[src/rtl/fp_pkg.sv]
// Shared constants and beat layout for the FP operand-alignment path.
package fp_pkg;

  localparam int unsigned FP_WIDTH   = 32;
  localparam int unsigned FP_SHAMT_W = 8;
  localparam int unsigned FP_GROUP_W = 8;
  localparam int unsigned FP_LOG2_W  = $clog2(FP_WIDTH);
  localparam int unsigned FP_LOG2_G  = $clog2(FP_GROUP_W);

  typedef struct packed {
    logic [FP_WIDTH-1:0]  data;
    logic                 sticky;
    logic [FP_LOG2_G-1:0] fine;
  } align_beat_t;

endpackage

[src/rtl/fp_align_stage.sv]
// One right-shift stage (by in_amt granules) with sticky collection and an
// elastic valid/ready output register.
module fp_align_stage #(
  parameter int unsigned WIDTH   = 32,
  parameter int unsigned AMT_W   = 2,
  parameter int unsigned GRAN    = 8,
  parameter int unsigned CARRY_W = 3
) (
  input  logic               clk,
  input  logic               rst_n,
  input  logic               in_valid,
  output logic               in_ready,
  input  logic [WIDTH-1:0]   in_data,
  input  logic [AMT_W-1:0]   in_amt,
  input  logic               in_sticky,
  input  logic [CARRY_W-1:0] in_carry,
  output logic               out_valid,
  input  logic               out_ready,
  output logic [WIDTH-1:0]   out_data,
  output logic               out_sticky,
  output logic [CARRY_W-1:0] out_carry
);

  logic              load;
  int unsigned       sh;
  logic [WIDTH-1:0]  shifted;
  logic              lost;

  assign load     = !out_valid || out_ready;
  assign in_ready = load;

  always_comb begin
    sh      = 32'(in_amt) * GRAN;
    shifted = in_data >> sh;
    lost    = 1'b0;
    for (int unsigned i = 0; i < WIDTH; i++) begin
      if (i < sh) lost = lost | in_data[i];
    end
  end

  always_ff @(posedge clk or negedge rst_n) begin
    if (!rst_n) begin
      out_valid  <= 1'b0;
      out_data   <= '0;
      out_sticky <= 1'b0;
      out_carry  <= '0;
    end else if (load) begin
      out_valid <= in_valid;
      if (in_valid) begin
        out_data   <= shifted;
        out_sticky <= in_sticky | lost;
        out_carry  <= in_carry;
      end
    end
  end

endmodule

[src/rtl/fp_align_shifter.sv]
// Two-stage pipelined alignment right-shifter: coarse granule shift, then
// fine shift, with sticky accumulation and out-of-range saturation.
module fp_align_shifter
  import fp_pkg::*;
#(
  parameter int unsigned WIDTH   = FP_WIDTH,
  parameter int unsigned SHAMT_W = FP_SHAMT_W,
  parameter int unsigned GROUP_W = FP_GROUP_W
) (
  input  logic               clk,
  input  logic               rst_n,
  input  logic               in_valid,
  output logic               in_ready,
  input  logic [WIDTH-1:0]   in_data,
  input  logic [SHAMT_W-1:0] in_shamt,
  input  logic               in_sticky,
  output logic               out_valid,
  input  logic               out_ready,
  output logic [WIDTH-1:0]   out_data,
  output logic               out_sticky,
  output logic               out_zero
);

  localparam int unsigned LOG2_W   = $clog2(WIDTH);
  localparam int unsigned LOG2_G   = $clog2(GROUP_W);
  localparam int unsigned COARSE_W = LOG2_W - LOG2_G;

  logic                sat;
  logic [WIDTH-1:0]    s0_data;
  logic [COARSE_W-1:0] s0_coarse;
  logic [LOG2_G-1:0]   s0_fine;
  logic                s0_sticky;

  logic                s1_valid;
  logic                s1_ready;
  logic [WIDTH-1:0]    s1_data;
  logic                s1_sticky;
  logic [LOG2_G-1:0]   s1_fine;
  logic [LOG2_G-1:0]   s2_fine_unused;

  // Shifts of WIDTH or more flush everything into sticky rather than wrapping.
  always_comb begin
    sat       = in_shamt >= SHAMT_W'(WIDTH);
    s0_data   = sat ? '0 : in_data;
    s0_coarse = sat ? '0 : in_shamt[LOG2_W-1:LOG2_G];
    s0_fine   = sat ? '0 : in_shamt[LOG2_G-1:0];
    s0_sticky = in_sticky | (sat & (|in_data));
  end

  fp_align_stage #(
    .WIDTH  (WIDTH),
    .AMT_W  (COARSE_W),
    .GRAN   (GROUP_W),
    .CARRY_W(LOG2_G)
  ) u_coarse (
    .clk       (clk),
    .rst_n     (rst_n),
    .in_valid  (in_valid),
    .in_ready  (in_ready),
    .in_data   (s0_data),
    .in_amt    (s0_coarse),
    .in_sticky (s0_sticky),
    .in_carry  (s0_fine),
    .out_valid (s1_valid),
    .out_ready (s1_ready),
    .out_data  (s1_data),
    .out_sticky(s1_sticky),
    .out_carry (s1_fine)
  );

  fp_align_stage #(
    .WIDTH  (WIDTH),
    .AMT_W  (LOG2_G),
    .GRAN   (1),
    .CARRY_W(LOG2_G)
  ) u_fine (
    .clk       (clk),
    .rst_n     (rst_n),
    .in_valid  (s1_valid),
    .in_ready  (s1_ready),
    .in_data   (s1_data),
    .in_amt    (s1_fine),
    .in_sticky (s1_sticky),
    .in_carry  ('0),
    .out_valid (out_valid),
    .out_ready (out_ready),
    .out_data  (out_data),
    .out_sticky(out_sticky),
    .out_carry (s2_fine_unused)
  );

  assign out_zero = (out_data == '0);

endmodule
[config.mk]
export PLATFORM = sky130hd
export DESIGN_NAME = fp_align_shifter
export DESIGN_NICKNAME = d
export VERILOG_FILES = /design/src/rtl/fp_pkg.sv /design/src/rtl/fp_align_stage.sv /design/src/rtl/fp_align_shifter.sv
export SDC_FILE = /design/constraint.sdc
export NUM_CORES = 1
export LEC_CHECK = 0
export ABC_AREA = 1
export CAP_MARGIN = 30
export CORE_AREA = 3 3 98 100
export DETAILED_ROUTE_END_ITERATION = 16
export DIE_AREA = 0 0 101 103
export GPL_ROUTABILITY_DRIVEN = 0
export PLACE_DENSITY = 0.75
export SLEW_MARGIN = 10
export SYNTH_ARGS = -nofsm -noshare
export SYNTH_HDL_FRONTEND = slang
export SYNTH_SLANG_ARGS = --single-unit
[constraint.sdc]
create_clock -name clk -period 3.1 [get_ports clk]
set_clock_uncertainty 0.1 [all_clocks]
set_input_delay 0.465 -clock clk [delete_from_list [all_inputs] [get_ports clk]]
set_output_delay 0.465 -clock clk [all_outputs]
set_load 0.1 [all_outputs]
## Yosys cells after proc, flatten, opt, wreduce, memory -nomap -nowiden

Cells that the tools add are included.

| word-level totals | value |
|---|---|
| bits in registers | 71 |
| bits in latches | 0 |
| RAM bits | 0 |
| memory bits (read-only) | 0 |
| input bits | 45 |
| output and inout port bits | 36 |
| logic and storage cells | 164 |
| memories | 0 |

| cells by class | value |
|---|---|
| add/sub/neg operators | 0 |
| multiply operators | 0 |
| div/mod/pow operators | 0 |
| order comparisons | 48 |
| equality and inequality tests | 0 |
| shift operators | 2 |
| mux-type cells | 50 |
| bitwise logic cells | 49 |
| reduce and logical (&&, ||, !) cells | 8 |

Operators with widths:

| cell | count |
|---|---|
| < comparator 5 bit (first input constant) | 16 |
| OR 1 bit | 48 |
| two-way mux 1 bit | 47 |
| < comparator 4 x 5 -> 1 bit (first input constant) | 8 |
| logical NOT 32 bit | 1 |
| two-way mux 32 bit | 1 |
| OR reduction 32 bit | 1 |
| >> shifter 32 x 3 -> 32 bit | 1 |
| >> shifter 32 x 5 -> 32 bit | 1 |
| < comparator 4 x 3 -> 1 bit (first input constant) | 7 |
| < comparator 3 x 5 -> 1 bit (first input constant) | 4 |
| < comparator 3 bit (first input constant) | 4 |
| < comparator 1 x 5 -> 1 bit (first input constant) | 2 |
| < comparator 2 x 5 -> 1 bit (first input constant) | 2 |
| >= comparator 8 x 6 -> 1 bit (second input constant) | 1 |
| < comparator 1 x 3 -> 1 bit (first input constant) | 2 |
| < comparator 2 x 3 -> 1 bit (first input constant) | 2 |
| AND reduction 2 bit | 2 |
| two-way mux 3 bit | 1 |
| logical NOT 1 bit | 2 |
| logical OR 1 bit | 2 |
| two-way mux 2 bit | 1 |
| bitwise AND 1 bit | 1 |

## Depth between registers and ports, before layout

| depth | value |
|---|---|
| word-level depth | 67 |
| depth in mapped cells | 10 |

## Cells and area by module

Synthesis repeated with hierarchy kept, for this count alone.

| second synthesis, totals | value |
|---|---|
| cells, all modules | 722 |
| area total of the unflattened synthesis | 4,994.8 sq um |

By module, submodules not included:

| module | instances | cells each | area each (sq um) | seq. area each (sq um) |
|---|---|---|---|---|
| fp_align_stage (u_fine) | 1 | 344 | 2,408.6 | 925.9 |
| fp_align_stage (u_coarse) | 1 | 244 | 1,928.1 | 925.9 |
| fp_align_shifter | 1 | 134 | 658.1 | 0.0 |

## Worst setup path after synthesis

No wires, ideal clock.

| timing path | value |
|---|---|
| path kind | flip-flop to output port |
| start point | reg u_fine.out_data[2] |
| end point | out out_zero |
| data arrival time | 4,087 ps |
| setup slack | -1,552 ps |
| cell stages (with the launch flop) | 6 |
| buffers on the path | 0 |
| cell sequence | dfrtp_1 inv_1 nand2_1 nor4_1 nand3_1 nor4_1 |

| on the way | value |
|---|---|
| word-level cells in the longest chain between the ends | 1 |

Ends and longest elaborated chain:

| item | RTL line | RTL |
|---|---|---|
| start, declared | fp_align_stage.sv:19 | `output logic [WIDTH-1:0] out_data,` |
| start signal, assigned | fp_align_stage.sv:50 | `out_data <= shifted;` |
| logical NOT 32 bit | fp_align_shifter.sv:92 | `assign out_zero = (out_data == '0);` |
| end, declared | fp_align_shifter.sv:21 | `output logic out_zero` |

No other way between the ends.

## Worst setup path in the final report

Ends and elaborated chain as after synthesis.

==> flow_summary.toml <==
[cts]
cts_tree = "done"
cts-resized-gates = 0
clk_pin_slew_worst_paths_ns = 0.08
clk_latency_ns = 0.35
ctsRootBufferMaster = "clkbuf_8"
postCtsSetupRepairBufs = 0
h-tree-depth = 3
cts_sinks = 71
cts_buffer_depth = 2
postCtsHoldBufs = 0
cts_buffers = 9

[synth]
syn_area_per_cell_um2 = 7.30
synth_compound_area_frac = 0.201
syn_nets = 641
synth_top_family_by_area = "simple AND/OR/NAND/NOR gates"
yosys.area_share.simple = 0.288
ys_ff_latch = 71
syn_inst = 596
synth_cell_types = 37
synth_edf_count = 0
ys.flop_type = "dfrtp_1"
synth_area_leader_cell = "dfrtp_1"
yosysTopAreaCellShare = 0.409
yosys.area_share.adder = 0
syn_area_um2 = 4350
synth_common_cells = "nand2_1, dfrtp_1, o21ai_0"
synthArstFlopShare = 1.00
synthTopCellsByArea = "dfrtp_1, nand2_1, o21ai_0, nor2_1, o221ai_1"
synth_xor_area_frac = 0
synth_most_common_cell = "nand2_1"
synthMuxAreaShare = 0.0138
ys_seq_area_frac = 0.409
yosysWarnings = 0

[drt]
ant_nets = 0
via_per_inst = 5.69
first_pass_iters = 5
route.met2.wl_um = 5450
drt-total-wl_um = 12100
top_layer_used = "met4"
routedLengthMet1_um = 5370
drt-initial-drc-count = 297
wl_met3_um = 929
num_vias = 4435
drcViolationCount = 0
routedWlPerCell_um = 15.5

[floorplan]
die_w_um = 101
die-area_um2 = 10400
core_um2 = 8760
num_rows = 34
initial_utilization = 0.496
ioPinCount = 81
die_h_um = 103

[timing]
setup_viol = 0
setup_tns_ns = 0
slew_headroom = 0.432
period_minus_slack_ns = 2.45
max_freq_mhz = 409
fin_crit_sh = 0.789
worst_pin_slew_ns = 0.851
hold_violations = 0
rsz0062_at_grt = "false"
drv_slew = 0

[grt]
grt_pass1_vias = 4098
grt.overflow.total = 0
grt_pass1_wl_um = 19800
antenna_found_initial = 0
grt_usage = 0.239
grt_max_degree = 52

[placement]
placed_area_um2 = 5100
dpl.cell_count = 763
io_buffer_count = 80
hpwl_um = 9440

[worst_setup_path]
worstPathArrival_ns = 1.88
worst_setup_path_end_kind = "output port"
reg2reg_setup_slack_ns = 1.16
path_cells = "inv_1 > nand2_1 > nor4_1 > nand3_1 > nor4_4 > buf_4"
crit_type = "register to output port"
worst-path-max-fanout = 2
crit_path_top_delay_cell = "dfrtp_1"
slowest_delay_ns = 0.38
reg2reg_to = "u_fine.out_data[1]"
worstSetupStartpointType = "register"
r2r_start = "u_coarse.out_carry[1]"
cp.required_ns = 2.53
r2r_cells = 6

[power]
ir_drop_mv = 0.337
p_leak_nw = 2.44
p_per_area_nw_per_um2 = 623
power_w = 0.00330

[finish]
final_area_um2 = 5300
final_nets = 711
drive_above_1_share = 0.116
n_antenna_cell = 0
final_cell_count_no_fill = 779
final_util = 0.605
syn_to_final_growth_pct = 21.8

[hold_path]
min_path_type = "input port to async pin"

[flow_run]
maxCapViolCount = 0

[status]
status = "complete, no violations"
cells by family (layout without fill, tap and decap cells):
| kind of cell | count (synthesis) | in the layout |
|---|---|---|
| AOI/OAI and AO/OA | 143 | 143 |
| buffers and inverters | 83 | 158 |
| and+or+nand+nor | 293 | 293 |
| DFF | 71 | 71 |
| muxes | 6 | 6 |
where the power goes:
part	total [W]	switching, W	internal (W)
Clock	0.000737	0.000345	0.000392
Combinational	0.00142	0.00109	0.000328
Sequential	0.00115	0.0000951	0.00105
stage by stage:
| step | setup slack [ns] | hold WS, ns |
|---|---|---|
| floorplan | 0.235 | 0.0694 |
| global placement | 0.797 | 0.389 |
| detailed placement | 0.750 | 0.393 |
| CTS | 0.572 | 0.0302 |
| global route | 0.541 | 0.0473 |
| finish | 0.653 | 0.0184 |
area by class of cell:
type                    instances  area [µm²]
clock buffers                  11         141
clock inverters                 5        57.6
fillers                       820        3460
inverters                      54         213
multi-input cells             442        2210
flip-flops and latches         71        1780
well taps                     108         135
repair buffers                 88         766
critical path: cells and delay by family (launching register included):
kind                   cells  cell delay (ns)
flip-flops                 1             0.38
AND/OR/NAND/NOR            4             0.75
buffers and inverters      2             0.41
worst max-delay path by stage:
stage                             from                    to  slack (ns)
global placement           in_shamt[3]  u_coarse.out_data[6]        0.80
detailed placement         in_shamt[3]  u_coarse.out_data[6]        0.75
finish              u_fine.out_data[2]              out_zero        0.65
CTS                 u_fine.out_data[2]              out_zero        0.57
floorplan           u_fine.out_data[2]              out_zero        0.24
global route        u_fine.out_data[2]              out_zero        0.54
layer usage:
layer	vias up	GRT usage
met5	-	0
met4	0	0.111
met3	32	0.0359
met2	224	0.374
met1	2025	0.329
li1	2154	-
sequential cells by signal (all words and copies together) (netlist names):
register and flops:
u_coarse.out_carry 3, u_coarse.out_data 32, u_coarse.out_sticky 1, u_coarse.out_valid 1, u_fine.out_data 32, u_fine.out_sticky 1
u_fine.out_valid 1
cells in the final DEF (no fill, tap or decap), types with 4 or more instances in the layout:
cell	netlist	layout
mux2i_1	6	6
clkdlybuf4s50_1	0	43
o211ai_1	13	13
o221ai_1	22	22
dfrtp_1	71	71
buf_4	2	44
nor2_1	55	55
clkbuf_8	0	10
o22ai_1	14	14
a21oi_1	11	11
o21ai_0	71	71
inv_2	4	4
nand2_1	184	184
nand3_1	34	33
inv_1	47	47
a22oi_1	4	4
No activity file was read; power rests on OpenSTA's default activity.
